**config.mk**
```make
export PLATFORM = sky130hd
export DESIGN_NAME = traffic_ctrl_flat
export DESIGN_NICKNAME = d
export VERILOG_FILES = /design/src/rtl/traffic_pkg.sv /design/src/rtl/traffic_if.sv /design/src/rtl/traffic_ctrl_chk.sv /design/src/rtl/traffic_phase_timer.sv /design/src/rtl/traffic_ctrl.sv /design/src/flat_wrapper.sv
export SDC_FILE = /design/constraint.sdc
export NUM_CORES = 1
export LEC_CHECK = 0
export ABC_AREA = 0
export BUFFER_PORTS_ARGS = -buffer_cell sky130_fd_sc_hd__buf_2
export CAP_MARGIN = 25
export CORE_MARGIN = 5
export CORE_UTILIZATION = 45
export CTS_BUF_LIST = sky130_fd_sc_hd__clkbuf_2
export DETAILED_ROUTE_END_ITERATION = 10
export GPL_TIMING_DRIVEN = 0
export SYNTH_ARGS = -nofsm -noshare
export SYNTH_HDL_FRONTEND = slang
export SYNTH_SLANG_ARGS = --single-unit
```
**constraint.sdc**
```tcl
create_clock -name clk -period 9.9 [get_ports clk]
set_clock_uncertainty 0.05 [all_clocks]
set_input_delay 0.99 -clock clk [delete_from_list [all_inputs] [get_ports clk]]
set_output_delay 0.99 -clock clk [all_outputs]
set_load 0.01 [all_outputs]
```
**src/rtl/traffic_pkg.sv**
```systemverilog
// Shared types for the traffic-light controller: phase states, per-lamp
// encoding and the helpers that map a phase onto one direction's lamps.
package traffic_pkg;

  typedef enum logic [2:0] {
    GREEN     = 3'd0,
    YELLOW    = 3'd1,
    ALLRED    = 3'd2,
    NIGHT_ON  = 3'd3,
    NIGHT_OFF = 3'd4
  } state_t;

  typedef struct packed {
    logic r;
    logic y;
    logic g;
  } lamp_t;

  localparam lamp_t LAMP_RED = '{r: 1'b1, y: 1'b0, g: 1'b0};
  localparam lamp_t LAMP_YEL = '{r: 1'b0, y: 1'b1, g: 1'b0};
  localparam lamp_t LAMP_GRN = '{r: 1'b0, y: 1'b0, g: 1'b1};
  localparam lamp_t LAMP_OFF = '{r: 1'b0, y: 1'b0, g: 1'b0};

  function automatic int dir_width(input int n);
    return (n < 2) ? 1 : $clog2(n);
  endfunction

  function automatic lamp_t lamp_of(input state_t s, input logic served);
    lamp_t l;
    case (s)
      GREEN:     l = served ? LAMP_GRN : LAMP_RED;
      YELLOW:    l = served ? LAMP_YEL : LAMP_RED;
      ALLRED:    l = LAMP_RED;
      NIGHT_ON:  l = LAMP_YEL;
      NIGHT_OFF: l = LAMP_OFF;
      default:   l = LAMP_RED;
    endcase
    return l;
  endfunction

endpackage

```
**src/rtl/traffic_if.sv**
```systemverilog
// Controller-facing signal bundle: timing/request inputs and lamp drives.
interface traffic_if #(
  parameter int N_DIR = 2
);
  import traffic_pkg::*;

  localparam int DIR_W = dir_width(N_DIR);

  logic             tick;
  logic             night;
  logic [N_DIR-1:0] ped_req;
  logic [N_DIR-1:0] r;
  logic [N_DIR-1:0] y;
  logic [N_DIR-1:0] g;
  logic [N_DIR-1:0] walk;
  logic [DIR_W-1:0] dir;

  modport master (output tick, night, ped_req, input r, y, g, walk, dir);
  modport slave  (input tick, night, ped_req, output r, y, g, walk, dir);

endinterface

```
**src/rtl/traffic_ctrl_chk.sv**
```systemverilog
// Elaboration-time parameter checks for traffic_ctrl.
module traffic_ctrl_chk #(
  parameter int N_DIR    = 2,
  parameter int CNT_W    = 8,
  parameter int GREEN_T  = 5,
  parameter int YELLOW_T = 2,
  parameter int ALLRED_T = 1,
  parameter int PED_EXT  = 3,
  parameter int BLINK_T  = 2
) ();

  if (N_DIR < 2 || N_DIR > 8) begin : g_bad_ndir
    $error("traffic_ctrl: N_DIR must be 2..8");
  end
  if (GREEN_T < 1 || YELLOW_T < 1 || ALLRED_T < 1 || BLINK_T < 1) begin : g_bad_dur
    $error("traffic_ctrl: every phase duration must be at least 1");
  end
  if (PED_EXT < 0 || CNT_W > 30 || (GREEN_T + PED_EXT) >= (1 << CNT_W)) begin : g_bad_width
    $error("traffic_ctrl: GREEN_T+PED_EXT does not fit the phase timer");
  end

endmodule

```
**src/rtl/traffic_phase_timer.sv**
```systemverilog
// Tick-enabled phase counter; done fires on the terminal tick of a phase
// whose length is supplied at run time.
module phase_timer #(
  parameter int CNT_W = 8
) (
  input  logic             clk,
  input  logic             rst,
  input  logic             tick,
  input  logic             clr,
  input  logic [CNT_W-1:0] dur,
  output logic             done
);

  logic [CNT_W-1:0] t_r;

  // tick counter, cleared at the end of every phase
  always_ff @(posedge clk or posedge rst) begin
    if (rst) begin
      t_r <= '0;
    end else if (clr) begin
      t_r <= '0;
    end else if (tick) begin
      t_r <= t_r + CNT_W'(1);
    end
  end

  assign done = tick && (t_r == (dur - CNT_W'(1)));

endmodule

```
**src/rtl/traffic_ctrl.sv**
```systemverilog
// N-direction round-robin traffic-light controller with pedestrian walk
// extension and all-yellow night flashing.
module traffic_ctrl
  import traffic_pkg::*;
#(
  parameter int N_DIR    = 2,
  parameter int CNT_W    = 8,
  parameter int GREEN_T  = 5,
  parameter int YELLOW_T = 2,
  parameter int ALLRED_T = 1,
  parameter int PED_EXT  = 3,
  parameter int BLINK_T  = 2
) (
  input  logic     clk,
  input  logic     rst,
  traffic_if.slave bus
);

  localparam int DIR_W = dir_width(N_DIR);

  state_t           state_r, nx_state_s;
  logic [DIR_W-1:0] dir_r, nx_dir_s;
  logic             grant_r, nx_grant_s;
  logic [N_DIR-1:0] ped_pend_r, nx_pend_s;
  logic [N_DIR-1:0] r_r, y_r, g_r, walk_r;
  logic [N_DIR-1:0] nx_r_s, nx_y_s, nx_g_s, nx_walk_s;
  logic [CNT_W-1:0] dur_s;
  logic             done_s;
  logic             enter_green_s;

  traffic_ctrl_chk #(
    .N_DIR(N_DIR), .CNT_W(CNT_W), .GREEN_T(GREEN_T), .YELLOW_T(YELLOW_T),
    .ALLRED_T(ALLRED_T), .PED_EXT(PED_EXT), .BLINK_T(BLINK_T)
  ) u_chk ();

  phase_timer #(.CNT_W(CNT_W)) u_timer (
    .clk  (clk),
    .rst  (rst),
    .tick (bus.tick),
    .clr  (done_s),
    .dur  (dur_s),
    .done (done_s)
  );

  // length of the current phase
  always_comb begin
    dur_s = CNT_W'(GREEN_T);
    case (state_r)
      GREEN:     dur_s = grant_r ? CNT_W'(GREEN_T + PED_EXT) : CNT_W'(GREEN_T);
      YELLOW:    dur_s = CNT_W'(YELLOW_T);
      ALLRED:    dur_s = CNT_W'(ALLRED_T);
      NIGHT_ON:  dur_s = CNT_W'(BLINK_T);
      NIGHT_OFF: dur_s = CNT_W'(BLINK_T);
      default:   dur_s = CNT_W'(GREEN_T);
    endcase
  end

  // phase sequencing, direction rotation and pedestrian latch
  always_comb begin
    nx_state_s    = state_r;
    nx_dir_s      = dir_r;
    nx_grant_s    = grant_r;
    nx_pend_s     = ped_pend_r | bus.ped_req;
    enter_green_s = 1'b0;
    if (done_s) begin
      case (state_r)
        GREEN: nx_state_s = YELLOW;
        YELLOW: begin
          nx_state_s = ALLRED;
          nx_dir_s   = (dir_r == DIR_W'(N_DIR - 1)) ? '0 : dir_r + DIR_W'(1);
        end
        ALLRED: begin
          if (bus.night) begin
            nx_state_s = NIGHT_ON;
          end else begin
            nx_state_s    = GREEN;
            enter_green_s = 1'b1;
          end
        end
        NIGHT_ON:  nx_state_s = bus.night ? NIGHT_OFF : ALLRED;
        NIGHT_OFF: nx_state_s = bus.night ? NIGHT_ON : ALLRED;
        default:   nx_state_s = GREEN;
      endcase
    end else begin
      nx_state_s = state_r;
    end
    // a request on the entry edge is consumed by this green, not left pending
    if (enter_green_s) begin
      nx_grant_s       = nx_pend_s[dir_r];
      nx_pend_s[dir_r] = 1'b0;
    end else begin
      nx_grant_s = grant_r;
    end
  end

  // lamp pattern for the state being entered
  always_comb begin
    lamp_t lamp_v;
    logic  served_v;
    nx_r_s    = '0;
    nx_y_s    = '0;
    nx_g_s    = '0;
    nx_walk_s = '0;
    lamp_v    = LAMP_RED;
    served_v  = 1'b0;
    for (int d = 0; d < N_DIR; d++) begin
      served_v     = (nx_dir_s == DIR_W'(d));
      lamp_v       = lamp_of(nx_state_s, served_v);
      nx_r_s[d]    = lamp_v.r;
      nx_y_s[d]    = lamp_v.y;
      nx_g_s[d]    = lamp_v.g;
      nx_walk_s[d] = (nx_state_s == GREEN) && served_v && nx_grant_s;
    end
  end

  // state, latch and registered lamp outputs
  always_ff @(posedge clk or posedge rst) begin
    if (rst) begin
      state_r    <= GREEN;
      dir_r      <= '0;
      grant_r    <= 1'b0;
      ped_pend_r <= '0;
      g_r        <= N_DIR'(1);
      r_r        <= ~N_DIR'(1);
      y_r        <= '0;
      walk_r     <= '0;
    end else begin
      state_r    <= nx_state_s;
      dir_r      <= nx_dir_s;
      grant_r    <= nx_grant_s;
      ped_pend_r <= nx_pend_s;
      g_r        <= nx_g_s;
      r_r        <= nx_r_s;
      y_r        <= nx_y_s;
      walk_r     <= nx_walk_s;
    end
  end

  assign bus.r    = r_r;
  assign bus.y    = y_r;
  assign bus.g    = g_r;
  assign bus.walk = walk_r;
  assign bus.dir  = dir_r;

endmodule

```
**src/flat_wrapper.sv**
```systemverilog
// flat-port wrapper written by rule: the top's interface ports become plain ports
module traffic_ctrl_flat import traffic_pkg::*;
#(
  parameter int N_DIR    = 2,
  parameter int CNT_W    = 8,
  parameter int GREEN_T  = 5,
  parameter int YELLOW_T = 2,
  parameter int ALLRED_T = 1,
  parameter int PED_EXT  = 3,
  parameter int BLINK_T  = 2
)
  (clk, rst, bus_tick, bus_night, bus_ped_req, bus_r, bus_y, bus_g, bus_walk, bus_dir);
  traffic_if #(.N_DIR(N_DIR)) bus_i ();
  input  logic clk;
  input  logic rst;
  input wire logic [$bits(bus_i.tick)-1:0] bus_tick;
  input wire logic [$bits(bus_i.night)-1:0] bus_night;
  input wire logic [$bits(bus_i.ped_req)-1:0] bus_ped_req;
  output wire logic [$bits(bus_i.r)-1:0] bus_r;
  output wire logic [$bits(bus_i.y)-1:0] bus_y;
  output wire logic [$bits(bus_i.g)-1:0] bus_g;
  output wire logic [$bits(bus_i.walk)-1:0] bus_walk;
  output wire logic [$bits(bus_i.dir)-1:0] bus_dir;
  assign bus_i.tick = bus_tick;
  assign bus_i.night = bus_night;
  assign bus_i.ped_req = bus_ped_req;
  assign bus_r = bus_i.r;
  assign bus_y = bus_i.y;
  assign bus_g = bus_i.g;
  assign bus_walk = bus_i.walk;
  assign bus_dir = bus_i.dir;
  traffic_ctrl #(.N_DIR(N_DIR), .CNT_W(CNT_W), .GREEN_T(GREEN_T), .YELLOW_T(YELLOW_T), .ALLRED_T(ALLRED_T), .PED_EXT(PED_EXT), .BLINK_T(BLINK_T)) u_core (.clk(clk), .rst(rst), .bus(bus_i));
endmodule
```
==> impl_metrics.ini, run 1 <==
[synth]
syn_nets = 162
ys_warn_count = 0
synth_seq_cells = 23
netlist_area_sq_mm = 0.001381
ys_types = 39
synth_area_leader_cell = dfrtp_1
synth_area_leaders = dfrtp_1 38%, nor2_1 5.7%, xor2_1 5.7%, dfstp_2 3.8%, xnor2_1 3.2%
synth.top_cell.area_share_pct = 38.04
yosysSeqAreaShare_pct = 41.85
syn_area_per_cell_sq_um = 9.028
syn_inst = 153

[worst_setup_path]
rrSetupSlack_ns = 6.13
critical_path_class = reg -> reg
worst-endpoint-required_ns = 10.09
r2r-end = u_core.bus.dir
crit_arrival_ns = 3.96
rr_startpoint = u_core.state_r[0]
critPathMaxFanout = 10
start_kind = flip-flop
worstRegToRegCells = 13
endpoint_kind = flip-flop

[floorplanning]
fp-row-count = 20
dieArea_sq_mm = 0.004278
coreArea_sq_mm = 0.003003
ioPinCount = 15
die_x_microns = 65.41
start_util_pct = 46.00
die_h_microns = 65.41

[timing]
slew_viol_final = 0
min_period_ns = 3.768
relSlewSlack_pct = 43.54
setup_viol = 0
tightest_slew_ns = 0.8460
timing.final.crit_share_pct = 38.06
hold_viol_final = 0
finalSetupTns_ns = 0
rsz0062_at_grt = no
max_clock_freq_ghz = 0.2654
worst_slack_ns = 6.132

[final_layout]
drive_above_1_share_pct = 12.94
diodes = 0
layout.nets = 180
area_growth_pct = 9.149
layout_common_cells = 21 x nor2_1, 21 x dfrtp_1, 13 x buf_2

[placed_design]
pre_cts_ws_ns = 6.211
portBuffers = 13
hpwl_mm = 2.219
routabilityCongestion = 0.8972

[detailed_routing]
vias_per_cell = 5.793
drc = 0
ant_nets = 0
drtIter0Drc = 71
routed_wl_mm = 3.064
routedWlPerCell_microns = 15.09
route.vias.total = 1176
dr.pass1.iters = 4

[power_and_ir_drop]
p_leak_uw = 0.0006711
power_uw = 482.6
ir_worst_vdd_uv = 123.2
powerDensity_mw_per_mm2 = 320.1

[min_path]
worstHoldStart = u_core.ped_pend_r[0]
min_path_cells = 2
min_to = u_core.ped_pend_r[0]
hold_class = reg -> reg

[clock_tree]
clk_latency_ns = 0.33
cts.clk_slew.worst_paths_ns = 0.23
cts-root-buf = clkbuf_2
cts_buffer_depth = 2
tritoncts = done
post_cts_buffers = 0
hold_buffers = 0
htree_levels = 1
numClockSinks = 23
cts_resized = 0
cts-buffers-inserted = 3

[run]
drv_cap = 0

[run_status]
status = completed

[global_route]
grt_pass1_wl_mm = 5.250
antenna_found_initial = 0
grt_max_degree = 24
grt_pass1_vias = 1097
track_usage_pct = 15.65
grt_overflow = 0
-- synthesized netlist by cell type (all sizes together) --
library cell / n
o21a: 2
nand2: 9
and3: 4
nand2b: 2
maj3: 1
nor4b: 1
dfrtp: 21
xor2: 9
nand3: 5
nor4: 2
a31oi: 3
nor3b: 1
xnor2: 5
buf: 2
a2111oi: 3
o32a: 2
a311oi: 2
a211o: 1
ha: 3
or4: 1
nor3: 6
dfstp: 2
or3: 4
o31ai: 1
nand4: 4
o2bb2ai: 2
clkbuf: 7
nor2: 21
a21oi: 4
and2: 2
o21ai: 8
a311o: 1
a21o: 1
a21boi: 1
inv: 7
mux2i: 3
-- worst max path at each step --
| stage | from | endpoint | slack (ns) | cells after the start |
|---|---|---|---|---|
| floorplan | u_core.state_r[0] | u_core.bus.r[1] | 6.80 | 13 |
| global placement | u_core.state_r[0] | u_core.bus.dir | 6.24 | 13 |
| detailed placement | u_core.state_r[0] | u_core.bus.dir | 6.21 | 13 |
| CTS | u_core.state_r[0] | u_core.bus.dir | 6.16 | 13 |
| global route | u_core.state_r[0] | u_core.bus.dir | 5.83 | 13 |
| finish | u_core.state_r[0] | u_core.bus.dir | 6.13 | 13 |
-- area by class of cell --
| type | instances | area [sq um] |
|---|---|---|
| Buffer | 9 | 48.80 |
| Inverter | 7 | 26.28 |
| Clock inverter | 1 | 5.005 |
| Multi-Input combinational cell | 114 | 728.2 |
| Sequential cell | 23 | 578.1 |
| Tap cell | 33 | 41.29 |
| Clock buffer | 3 | 15.01 |
| Fill cell | 282 | 1495 |
| Timing Repair Buffer | 13 | 65.06 |
-- report_power, final --
part | internal, uW | switching, uW
registers | 126 | 25.1
logic | 114 | 179
clock network | 9.18 | 29.0
-- logic make-up after synthesis --
family                     count (synthesis)  share of synthesized area [%]
buffers and inverters                     16                          5.435
adders and majority gates                  4                          3.442
DFF                                       23                          41.85
muxes                                      3                          2.174
AOI/OAI and AO/OA                         31                          15.85
and+or+nand+nor                           62                          22.37
xor gates and xnor gates                  14                          8.877
-- registers in the layout (all words and copies together) (netlist names) --
name / flops
u_core.u_timer.t_r: 8
u_core.bus.dir: 1
u_core.bus.g: 2
u_core.bus.r: 2
u_core.bus.walk: 2
u_core.bus.y: 2
u_core.grant_r: 1
u_core.ped_pend_r: 2
u_core.state_r: 3
-- metal layers --
metal / global-route usage [%] / share of wire, % / vias to the layer above / routed length (microns)
met5: 0 / 0 / - / 0
met4: 4.404 / 1.5 / 0 / 45
met3: 3.419 / 4.5 / 6 / 138
met2: 22.88 / 45 / 30 / 1376
met1: 23.11 / 49 / 560 / 1503
li1: - / - / 580 / -
-- worst max-delay path: stages (launching register included) --
cell and delay (ns):
dfrtp_1 0.45, clkbuf_1 0.32, clkbuf_1 0.45, nor3_1 0.12, nand2_1 0.12, inv_1 0.05, ha_1 0.28, xnor2_1 0.13
nor3b_1 0.19, nand3_1 0.26, nor3_2 0.47, clkbuf_1 0.45, nand3_1 0.18, xnor2_1 0.16
-- through the flow --
step / hold slack (ns) / cell area [sq um] / std cells / utilization [%]
2_1_floorplan: 0.4230 / 1381 / 153 / -
3_3_place_gp: 0.4462 / 1488 / 199 / 49.54
3_5_place_dp: 0.4617 / 1488 / 199 / 49.54
4_1_cts: 0.5075 / 1508 / 203 / 50.21
5_1_grt: 0.5246 / 1508 / 203 / 50.21
6_report: 0.5066 / 1508 / 203 / 50.21
Note: power is estimated with default switching activity, not from simulation.
==> inputs of run 2 (changes only) <==
==> constraint.sdc (replaced) <==
create_clock -name clk -period 3.87 [get_ports clk]
set_clock_uncertainty 0.05 [all_clocks]
set_input_delay 0.387 -clock clk [delete_from_list [all_inputs] [get_ports clk]]
set_output_delay 0.387 -clock clk [all_outputs]
set_load 0.01 [all_outputs]
==> run 2 against run 1 <==
Against the previous run: global-route usage unchanged; sequential share of layout area decreased by 0.063 points; fmax increased by 8.7%; first-iteration DRC count shrank 14%; combinational power increased to 2.6 times the previous value; total power grew to 2.6 times the previous value; critical path depth stayed put; utilization rose by 0.083 points; final cell count is the same; largest power group unchanged.
==> impl_metrics.ini, run 2 (same netlist as run 1, synthesis figures left out) <==
[worst_setup_path]
cp_top_family = simple AND/OR/NAND/NOR gates
worst-path-buf-inv = 4
start_kind = flip-flop
cp_cell_sequence = clkbuf_1 -> clkbuf_2 -> nor3_1 -> nand2_1 -> inv_1 -> ha_1 -> xnor2_1 -> nor3b_1 -> nand3_1 -> or3_1 -> buf_6 -> and3_1 -> a2111oi_1
critical_path_class = reg -> reg
crit_arrival_ns = 3.66
worst-endpoint-required_ns = 4.06
slowest_stage = dfrtp_1
critPathMaxStageDelay_ns = 0.46
critPathMaxFanout = 10
endpoint_kind = flip-flop

[timing]
max_clock_freq_ghz = 0.2886
timing.final.crit_share_pct = 89.55
min_period_ns = 3.466
finalSetupTns_ns = 0
slew_viol_final = 0
tightest_slew_ns = 0.8444
setup_viol = 0
hold_viol_final = 0
relSlewSlack_pct = 43.65
rsz0062_at_grt = no

[global_route]
track_usage_pct = 15.65
grt_overflow = 0
grt_max_degree = 24
antenna_found_initial = 0
grt_pass1_wl_mm = 5.250
grt_pass1_vias = 1097

[detailed_routing]
ant_nets = 0
drc = 0
routed_wl_mm = 3.059
dr.pass1.iters = 4
vias_per_cell = 5.857
routedWlPerCell_microns = 15.07
drtIter0Drc = 61
route.vias.total = 1189

[placed_design]
placed_cell_area_sq_mm = 0.001488
portBuffers = 13
hpwl_mm = 2.219
routabilityCongestion = 0.8972

[clock_tree]
cts-buffers-inserted = 3
cts.clk_slew.worst_paths_ns = 0.24
cts_resized = 0
post_cts_buffers = 0
numClockSinks = 23
htree_levels = 1
cts-root-buf = clkbuf_2
hold_buffers = 0
cts_buffer_depth = 2
tritoncts = done
clk_latency_ns = 0.33

[power_and_ir_drop]
p_leak_uw = 0.0006776
ir_worst_vdd_uv = 315.7
powerDensity_mw_per_mm2 = 819.0

[final_layout]
regMostFlops = u_core.u_timer.t_r
regArea_sq_um = 578.1
final_util_pct = 50.29
drive_above_1_share_pct = 14.12
multiInputGateArea_sq_um = 728.2
diodes = 0
reg_top3 = u_core.u_timer.t_r (8), u_core.state_r (3)
nFillCells = 281
layout.nets = 180
area_growth_pct = 9.330
layout_common_cells = 21 x nor2_1, 21 x dfrtp_1, 13 x buf_2
largest_reg_flops = 8
design_area_sq_mm = 0.001510

[floorplanning]
die_h_microns = 65.41
start_util_pct = 46.00
fp-row-count = 20
dieArea_sq_mm = 0.004278
ioPinCount = 15
die_x_microns = 65.41
coreArea_sq_mm = 0.003003

[run_status]
status = completed

[min_path]
hold_class = in -> async

[run]
drv_cap = 0
-- run 2: changes by cell type in the layout (fill, tap and decap cells not counted) --
cell      delta
clkbuf_2     +2
clkbuf_1     -2
-- run 2: per-stage QoR --
stage | setup slack [ns] | instances | hold WS, ns | total power, uW
2_1_floorplan | 0.7676 | 153 | 0.3374 | 954.4
3_3_place_gp | 0.2062 | 199 | 0.4462 | 1113
3_5_place_dp | 0.1806 | 199 | 0.4617 | 1134
4_1_cts | 0.1275 | 203 | 0.1584 | 1233
5_1_grt | 0.08769 | 203 | 0.1869 | 1352
6_report | 0.4044 | 203 | 0.1251 | 1237
-- run 2: per-layer routing --
layer	global-route usage (%)	wire (microns)	vias up
met2	22.88	1360	35
li1	-	-	580
met4	4.404	46	0
met3	3.419	170	6
met5	0	0	-
met1	23.11	1481	568
-- run 2: final timing paths --
check	slack [ns]	end	from	depth (start not counted)
min reg2reg	0.51	u_core.ped_pend_r[0]	u_core.ped_pend_r[0]	2
min in group clk	0.24	u_core.ped_pend_r[1]	bus_ped_req[1]	3
min	0.13	u_core.ped_pend_r[0]	rst	2
max	0.40	u_core.bus.r[1]	u_core.state_r[0]	13
max reg2reg	0.40	u_core.bus.r[1]	u_core.state_r[0]	13
max in group asynchronous	3.12	u_core.u_timer.t_r[6]	rst	2
-- run 2: power breakdown --
group	switching (uW)	internal, uW
logic	456	295
registers	64.5	323
clock network	74.6	23.5
-- run 2: area by class of cell --
cell class / instances / area share (%)
plain buffers: 9 / 3.397
clock buffers: 3 / 0.9942
clock inverters: 1 / 0.3314
inverters: 7 / 1.740
multi-input cells: 114 / 48.22
flip-flops and latches: 23 / 38.28
well taps: 33 / 2.734
repair buffers: 13 / 4.308
